===== src/rtl/mem_sync_pkg.sv =====
// Purpose : shared types and helpers for the mem_sync_dp dual-port RAM.
// Latency : n/a (types, constants and a combinational helper only).
// Backpressure: n/a.
package mem_sync_pkg;

  typedef enum logic {
    ST_INIT  = 1'b0,
    ST_READY = 1'b1
  } state_t;

  localparam int RDW_READ_FIRST  = 0;
  localparam int RDW_WRITE_FIRST = 1;

  // Even parity: the stored bit makes the 9-bit lane have an even number of ones.
  function automatic logic byte_parity(input logic [7:0] b);
    return ^b;
  endfunction

endpackage


===== src/rtl/mem_sync_dp_array.sv =====
// Purpose : raw 1W2R word storage with per-lane write enables and read-during-write muxing.
// Latency : reads registered, data on the cycle after ra_en/rb_en.
// Backpressure: none; the read registers hold their value when the enable is low.
// Ports   : clk; write port we/waddr/wbe/wdat; read ports ra_en/ra_addr/ra_dat, rb_en/rb_addr/rb_dat.
//           Lanes are LW bits wide (a byte, plus a parity bit when the top stores parity).
module mem_sync_dp_array
  import mem_sync_pkg::*;
#(
  parameter int NL       = 2,
  parameter int LW       = 8,
  parameter int DEPTH    = 256,
  parameter int AW       = 8,
  parameter int RDW_MODE = RDW_READ_FIRST
) (
  input  logic             clk,
  input  logic             we,
  input  logic [AW-1:0]    waddr,
  input  logic [NL-1:0]    wbe,
  input  logic [NL*LW-1:0] wdat,
  input  logic             ra_en,
  input  logic [AW-1:0]    ra_addr,
  input  logic             rb_en,
  input  logic [AW-1:0]    rb_addr,
  output logic [NL*LW-1:0] ra_dat,
  output logic [NL*LW-1:0] rb_dat
);

  localparam int WW = NL * LW;

  logic [WW-1:0] mem [DEPTH];
  logic [WW-1:0] merged;
  logic [WW-1:0] ra_dat_d, ra_dat_q, rb_dat_d, rb_dat_q;
  logic          fwd_a, fwd_b;

  // Post-write image of the word being written, used for write-first reads.
  always_comb begin
    merged = mem[waddr];
    for (int l = 0; l < NL; l++) begin
      if (wbe[l]) merged[l*LW +: LW] = wdat[l*LW +: LW];
    end
  end

  assign fwd_a = (RDW_MODE == RDW_WRITE_FIRST) && we && (waddr == ra_addr);
  assign fwd_b = (RDW_MODE == RDW_WRITE_FIRST) && we && (waddr == rb_addr);

  always_comb begin
    ra_dat_d = ra_dat_q;
    rb_dat_d = rb_dat_q;
    if (ra_en) ra_dat_d = fwd_a ? merged : mem[ra_addr];
    if (rb_en) rb_dat_d = fwd_b ? merged : mem[rb_addr];
  end

  always_ff @(posedge clk) begin
    if (we) begin
      for (int l = 0; l < NL; l++) begin
        if (wbe[l]) mem[waddr][l*LW +: LW] <= wdat[l*LW +: LW];
      end
    end
    ra_dat_q <= ra_dat_d;
    rb_dat_q <= rb_dat_d;
  end

  assign ra_dat = ra_dat_q;
  assign rb_dat = rb_dat_q;

endmodule


===== src/rtl/mem_sync_dp.sv =====
// Purpose : dual-port sync RAM (A: r/w with byte enables, B: read-only) with an init sweep after reset.
// Latency : read data and rvalid 1 cycle after acceptance, 2 with OUT_REG=1; fully pipelined.
// Backpressure: none; requests are dropped while ready=0 (init sweep in progress).
// Ports   : clk, rst (sync, active-high), ready; A: a_en a_wen a_be a_addr a_wd -> a_rd a_rvalid;
//           B: b_en b_addr -> b_rd b_rvalid; addr_err pulses for any accepted address >= DEPTH.
//           MEM_SYNC_DP_PARITY_EN adds per-byte even parity with par_inj, a_perr, b_perr.
module mem_sync_dp
  import mem_sync_pkg::*;
#(
  parameter int            DW       = 16,
  parameter int            DEPTH    = 256,
  parameter int            AW       = $clog2(DEPTH),
  parameter int            RDW_MODE = RDW_READ_FIRST,
  parameter int            OUT_REG  = 0,
  parameter logic [DW-1:0] INIT_VAL = '0
) (
  input  logic              clk,
  input  logic              rst,
  output logic              ready,
  input  logic              a_en,
  input  logic              a_wen,
  input  logic [DW/8-1:0]   a_be,
  input  logic [AW-1:0]     a_addr,
  input  logic [DW-1:0]     a_wd,
  output logic [DW-1:0]     a_rd,
  output logic              a_rvalid,
  input  logic              b_en,
  input  logic [AW-1:0]     b_addr,
  output logic [DW-1:0]     b_rd,
  output logic              b_rvalid,
`ifdef MEM_SYNC_DP_PARITY_EN
  input  logic              par_inj,
  output logic              a_perr,
  output logic              b_perr,
`endif
  output logic              addr_err
);

  localparam int NB = DW / 8;
`ifdef MEM_SYNC_DP_PARITY_EN
  localparam int LW = 9;
`else
  localparam int LW = 8;
`endif
  localparam logic [AW:0]   DEPTH_W = (AW+1)'(DEPTH);
  localparam logic [AW-1:0] LAST    = AW'(DEPTH - 1);

  state_t           state_q, state_d;
  logic [AW-1:0]    cnt_q, cnt_d;
  logic             a_oob, b_oob, a_acc, b_acc, a_rreq;
  logic             init_we, user_we, we;
  logic [AW-1:0]    waddr, ra_addr, rb_addr;
  logic [NB-1:0]    wbe;
  logic [DW-1:0]    wsrc;
  logic [NB*LW-1:0] wdat, ra_dat, rb_dat;
  // Stage 1: valid, and "force zero" (out-of-range or post-reset) per port.
  logic             a_v1_q, a_v1_d, b_v1_q, b_v1_d;
  logic             a_z1_q, a_z1_d, b_z1_q, b_z1_d;
  logic             addr_err_q, addr_err_d;
  logic [DW-1:0]    a_s1, b_s1;
`ifdef MEM_SYNC_DP_PARITY_EN
  logic             a_pe1, b_pe1;
`endif

  assign ready   = (state_q == ST_READY);
  assign a_oob   = {1'b0, a_addr} >= DEPTH_W;
  assign b_oob   = {1'b0, b_addr} >= DEPTH_W;
  // Gating with rst keeps a request in the reset cycle from touching the array.
  assign a_acc   = a_en & ready & ~rst;
  assign b_acc   = b_en & ready & ~rst;
  // A write with no byte enables is a no-op and returns nothing.
  assign a_rreq  = a_acc & (~a_wen | (|a_be));
  assign init_we = (state_q == ST_INIT);
  assign user_we = a_acc & a_wen & (|a_be) & ~a_oob;
  assign we      = init_we | user_we;
  // Out-of-range addresses are steered to word 0; their data is zeroed later.
  assign ra_addr = a_oob ? '0 : a_addr;
  assign rb_addr = b_oob ? '0 : b_addr;
  assign waddr   = init_we ? cnt_q : ra_addr;
  assign wbe     = init_we ? '1 : a_be;
  assign wsrc    = init_we ? INIT_VAL : a_wd;

  always_comb begin
    wdat = '0;
    for (int i = 0; i < NB; i++) begin
      wdat[i*LW +: 8] = wsrc[i*8 +: 8];
`ifdef MEM_SYNC_DP_PARITY_EN
      wdat[i*LW + 8] = byte_parity(wsrc[i*8 +: 8]) ^ (par_inj & ~init_we);
`endif
    end
  end

  mem_sync_dp_array #(
    .NL(NB), .LW(LW), .DEPTH(DEPTH), .AW(AW), .RDW_MODE(RDW_MODE)
  ) u_array (
    .clk(clk), .we(we), .waddr(waddr), .wbe(wbe), .wdat(wdat),
    .ra_en(a_rreq), .ra_addr(ra_addr), .rb_en(b_acc), .rb_addr(rb_addr),
    .ra_dat(ra_dat), .rb_dat(rb_dat)
  );

  always_comb begin
    state_d = state_q;
    cnt_d   = cnt_q;
    if (state_q == ST_INIT) begin
      cnt_d = cnt_q + 1'b1;
      if (cnt_q == LAST) state_d = ST_READY;
    end
    a_v1_d     = a_rreq;
    b_v1_d     = b_acc;
    a_z1_d     = a_rreq ? a_oob : a_z1_q;
    b_z1_d     = b_acc  ? b_oob : b_z1_q;
    addr_err_d = (a_acc & a_oob) | (b_acc & b_oob);
  end

  // z1 resets to 1 so the unreset array registers read as zero after reset.
  always_ff @(posedge clk) begin
    if (rst) begin
      state_q    <= ST_INIT;
      cnt_q      <= '0;
      a_v1_q     <= 1'b0;
      b_v1_q     <= 1'b0;
      a_z1_q     <= 1'b1;
      b_z1_q     <= 1'b1;
      addr_err_q <= 1'b0;
    end else begin
      state_q    <= state_d;
      cnt_q      <= cnt_d;
      a_v1_q     <= a_v1_d;
      b_v1_q     <= b_v1_d;
      a_z1_q     <= a_z1_d;
      b_z1_q     <= b_z1_d;
      addr_err_q <= addr_err_d;
    end
  end

  assign addr_err = addr_err_q;

  always_comb begin
    a_s1 = '0;
    b_s1 = '0;
`ifdef MEM_SYNC_DP_PARITY_EN
    a_pe1 = 1'b0;
    b_pe1 = 1'b0;
`endif
    for (int i = 0; i < NB; i++) begin
      a_s1[i*8 +: 8] = ra_dat[i*LW +: 8];
      b_s1[i*8 +: 8] = rb_dat[i*LW +: 8];
`ifdef MEM_SYNC_DP_PARITY_EN
      a_pe1 = a_pe1 | (ra_dat[i*LW + 8] ^ byte_parity(ra_dat[i*LW +: 8]));
      b_pe1 = b_pe1 | (rb_dat[i*LW + 8] ^ byte_parity(rb_dat[i*LW +: 8]));
`endif
    end
    if (a_z1_q) begin
      a_s1 = '0;
`ifdef MEM_SYNC_DP_PARITY_EN
      a_pe1 = 1'b0;
`endif
    end
    if (b_z1_q) begin
      b_s1 = '0;
`ifdef MEM_SYNC_DP_PARITY_EN
      b_pe1 = 1'b0;
`endif
    end
  end

  if (OUT_REG != 0) begin : g_oreg
    logic          a_rv2_q, a_rv2_d, b_rv2_q, b_rv2_d;
    logic [DW-1:0] a_rd2_q, a_rd2_d, b_rd2_q, b_rd2_d;
    always_comb begin
      a_rv2_d = a_v1_q;
      b_rv2_d = b_v1_q;
      a_rd2_d = a_v1_q ? a_s1 : a_rd2_q;
      b_rd2_d = b_v1_q ? b_s1 : b_rd2_q;
    end
    always_ff @(posedge clk) begin
      if (rst) begin
        a_rv2_q <= 1'b0;
        b_rv2_q <= 1'b0;
        a_rd2_q <= '0;
        b_rd2_q <= '0;
      end else begin
        a_rv2_q <= a_rv2_d;
        b_rv2_q <= b_rv2_d;
        a_rd2_q <= a_rd2_d;
        b_rd2_q <= b_rd2_d;
      end
    end
    assign a_rvalid = a_rv2_q;
    assign b_rvalid = b_rv2_q;
    assign a_rd     = a_rd2_q;
    assign b_rd     = b_rd2_q;
`ifdef MEM_SYNC_DP_PARITY_EN
    logic a_pe2_q, a_pe2_d, b_pe2_q, b_pe2_d;
    always_comb begin
      a_pe2_d = a_v1_q & a_pe1;
      b_pe2_d = b_v1_q & b_pe1;
    end
    always_ff @(posedge clk) begin
      if (rst) begin
        a_pe2_q <= 1'b0;
        b_pe2_q <= 1'b0;
      end else begin
        a_pe2_q <= a_pe2_d;
        b_pe2_q <= b_pe2_d;
      end
    end
    assign a_perr = a_pe2_q;
    assign b_perr = b_pe2_q;
`endif
  end else begin : g_nreg
    assign a_rvalid = a_v1_q;
    assign b_rvalid = b_v1_q;
    assign a_rd     = a_s1;
    assign b_rd     = b_s1;
`ifdef MEM_SYNC_DP_PARITY_EN
    assign a_perr = a_v1_q & a_pe1;
    assign b_perr = b_v1_q & b_pe1;
`endif
  end

endmodule


===== config.mk =====
export PLATFORM = sky130hd
export DESIGN_NAME = mem_sync_dp
export DESIGN_NICKNAME = d
export VERILOG_FILES = /design/src/rtl/mem_sync_pkg.sv /design/src/rtl/mem_sync_dp_array.sv /design/src/rtl/mem_sync_dp.sv
export SDC_FILE = /design/constraint.sdc
export NUM_CORES = 2
export LEC_CHECK = 0
export CAP_MARGIN = 20
export CORE_MARGIN = 1.5
export CORE_UTILIZATION = 40
export CTS_CLUSTER_SIZE = 16
export DETAILED_ROUTE_END_ITERATION = 16
export MAX_ROUTING_LAYER = met4
export PLACE_DENSITY_LB_ADDON = 0.1
export SYNTH_ARGS = -nofsm -noshare
export SYNTH_HDL_FRONTEND = slang
export SYNTH_SLANG_ARGS = --single-unit

===== constraint.sdc =====
create_clock -name clk -period 7.2 [get_ports clk]
set_input_delay 1.44 -clock clk [delete_from_list [all_inputs] [get_ports clk]]
set_output_delay 1.44 -clock clk [all_outputs]
set_load 0.02 [all_outputs]

==> metrics.txt <==
CTS tree=built; Syn-to-layout area delta=12.69%; Max Cap Viol=0; ys flop type=edfxtp_1; Worst IR Drop VDD=0.0001875 V; Clock Tree Buf Depth=4; largest family of logic cells by synthesized area=multiplexers; fin util=0.4526; max-slew violations=0; Final Skew=0.07517 ns; Most common cell on crit path=nor3_1; Finished Layout Cells=17800; hold_sp=cnt_q[2]; Num CTS Buffers=454; Int Pwr=41.30 mW; Seq pwr share=0.483; WP depth=9; Worst R2R Start=ready; via count=120200; Post-Route Setup TNS=0 ns; critical-path cell list=buf_8 > nand2b_4 > buf_4 > o22ai_1 > nor3_1 > o21ai_0 > o211ai_1 > nor3_1 > and4_1; design area=220100 sq um; crit path from=b_addr[1]; # Post-CTS Setup Buffers=0; Mapped Area=195300 sq um; crit path launch type=input pin; Die Span Y=701.7 microns; gate count of the mapped netlist=10530; Hold Path Sink=ready; clock share of power=0.438; sw frac=0.2380; CTS Root Cell=clkbuf_16; first-pass GRT wire length=1029000 microns; Worst-path clk slew=0.06 ns; post_cts resized=0; # H-tree levels=5; Final WS setup=1.709 ns; Congestion Overflow GR=0; CP arrival=6.41 ns; FFs w/ async S/R, synth=0; FF-to-FF End=u_array.mem[119][6]; post-synthesis xor/xnor area fraction=0.0002243; I/O pins=75; Comb pwr share=0.079; layout cell share with drive strength beyond 1=0.2773; Final Setup Violations=0; EDFF count, synth=4128; Crit path required time=8.12 ns; vias in the first global route=118500; syn_nets=10570; hold-critical path depth=2; static leakage=72.09 nW; worst path bufs/invs=2; outcome=finished clean; Final Cycle Share=0.7626; Worst-Skew Late Latency=1.06 ns; Synth area leaders=edfxtp_1 63%, mux4_2 19%, mux2i_1 4.6%, o221ai_1 1.6%, mux4_1 1.3%; crit-path max cell delay=1.08 ns; top cell type's share of synthesized area=0.6348; PortBufs=73; Synth Area in Compound Gates=0.04895; R2R depth=6; DP Wirelength=502700 microns; gr usage total=0.3129; Final Hold Viols=0; die area=492400 sq um; synthesized area per cell=18.55 sq um; DRT Wirelength=761600 microns; Sw Pwr=12.90 mW; cell family with most CP delay=simple AND/OR/NAND/NOR gates; Tot Pwr=54.21 mW; r2r setup slk=2.90 ns; Unique masters post-synth=90; worst slew pin tran=1.465 ns; Synth Area in Adders=0.00006407; RSZ-0062 raised after global routing=false; Max Clk Rate=0.1821 GHz; DP Area=204900 sq um; Floorplan Core Area=486200 sq um; Ys Warns=0; gp weighted congestion=0.9455; clock sink total=4141; sequential area share after synthesis=0.6361; mux contribution to synthesized area=0.2505; crit path kind=in2reg; worst hold margin=0.5447 ns; Critical Path End Type=register; min-delay worst type=reg2reg; Slew Limit Headroom=0.02327; simple-gate share of the synthesized area=0.03438; initial antenna violation count=65; Initial DRT Pass Iterations=6; crit-path max FO=37; multi-input logic area=65660 sq um; DP Worst Slack=0.6535 ns; number of synthesized register bits=4141; drt wl/cell=42.78 microns; PwrDens=246.3 nW/um^2; drt drc=0; row count=256; placed cell count=16890; Detailed Route Iter0 Violations=18160; Antenna Nets Post-Route=0; Sequential Area=124200 sq um; starting density of the core=0.4016; Via density=6.750; minimum clock period=5.491 ns; largest net degree at the start of global routing=166; fill cell count=41500; Slowest-stage cell, CP=nor3_1; post-layout net count=10940; hold buffers post-CTS=0; Die W=701.7 microns; leading area contributor after synthesis=edfxtp_1
## cell usage in the layout, fill, tap and decap left out, drive strengths merged, types with 35 or more instances in the layout
master / netlist / routed
edfxtp: 4128 / 4128
mux4: 1760 / 1760
mux2i: 888 / 888
buf: 554 / 706
nor2: 619 / 619
clkbuf: 297 / 550
nand2: 377 / 377
o221ai: 351 / 351
a21oi: 288 / 288
o22ai: 230 / 230
clkinv: 2 / 209
nor3: 174 / 174
o21ai: 118 / 118
nand3: 102 / 102
a22oi: 94 / 94
diode: 0 / 71
clkdlybuf4s50: 0 / 62
a221oi: 56 / 56
bufinv: 0 / 56
nor2b: 46 / 46
a22o: 45 / 45
nor4: 39 / 39
and3: 37 / 37
a31oi: 35 / 35
## metal layers
layer	global-route usage	vias up	wire [microns]
met3	0.06492	1381	76130
met5	-	-	0
met4	0.1293	0	38160
met2	0.4774	7664	353000
met1	0.4108	65140	294300
li1	-	45980	-
## state kept, by name, summed over array words and instances (netlist names)
name and flops:
a_rvalid 1, a_z1_q 1, b_rvalid 1, b_z1_q 1
cnt_q 8, ready 1, u_array.mem 4096, u_array.ra_dat 16
u_array.rb_dat 16
## power by group through the flow
stage | clock network (mW) | registers [mW] | logic [mW]
4_1_cts | 24.0 | 26.2 | 4.21
3_3_place_gp | 0 | 26.7 | 4.19
6_report | 23.8 | 26.2 | 4.27
2_1_floorplan | 0 | 26.7 | 2.48
5_1_grt | 24.8 | 26.2 | 4.33
3_5_place_dp | 0 | 26.7 | 4.20
## tightest hold or removal path: cells and delay by family (launching register included)
kind,cells,cell delay (ns)
compound gates,1,0.07
flops,1,0.34
simple gates,1,0.09
## area by class of cell
type / count / share of cell area
flip-flops and latches: 4141 / 0.5645
multi-input cells: 5525 / 0.2984
clock buffers: 548 / 0.05371
well taps: 6450 / 0.03667
repair buffers: 770 / 0.03202
clock inverters: 285 / 0.01357
diodes: 71 / 0.0008074
inverters: 11 / 0.0003411
## cell families after synthesis
kind of cell,count (synthesis)
other cells,1
flops,4141
compound gates,1353
mux,2651
buf+inv,863
fa+ha+maj,1
simple gates,1514
xor+xnor,5
## synthesized netlist by cell type (all sizes together), types with 15 or more instances
master,n
edfxtp,4128
mux4,1760
mux2i,888
nor2,619
buf,554
nand2,377
o221ai,351
clkbuf,297
a21oi,288
o22ai,230
nor3,174
o21ai,118
nand3,102
a22oi,94
a221oi,56
nor2b,46
a22o,45
nor4,39
and3,37
a31oi,35
a211oi,32
and2,29
a32oi,19
or3,18
nand4,16
a2111oi,15
nand2b,15
## worst max-delay path by stage
stage	to	slack (ns)
global placement	u_array.ra_dat[0]	-0.39
finish	u_array.rb_dat[6]	1.71
global route	u_array.ra_dat[0]	1.82
CTS	u_array.ra_dat[0]	1.77
detailed placement	u_array.ra_dat[0]	0.65
floorplan	u_array.mem[0][10]	1.60
Power figures use the tool's default switching activity.
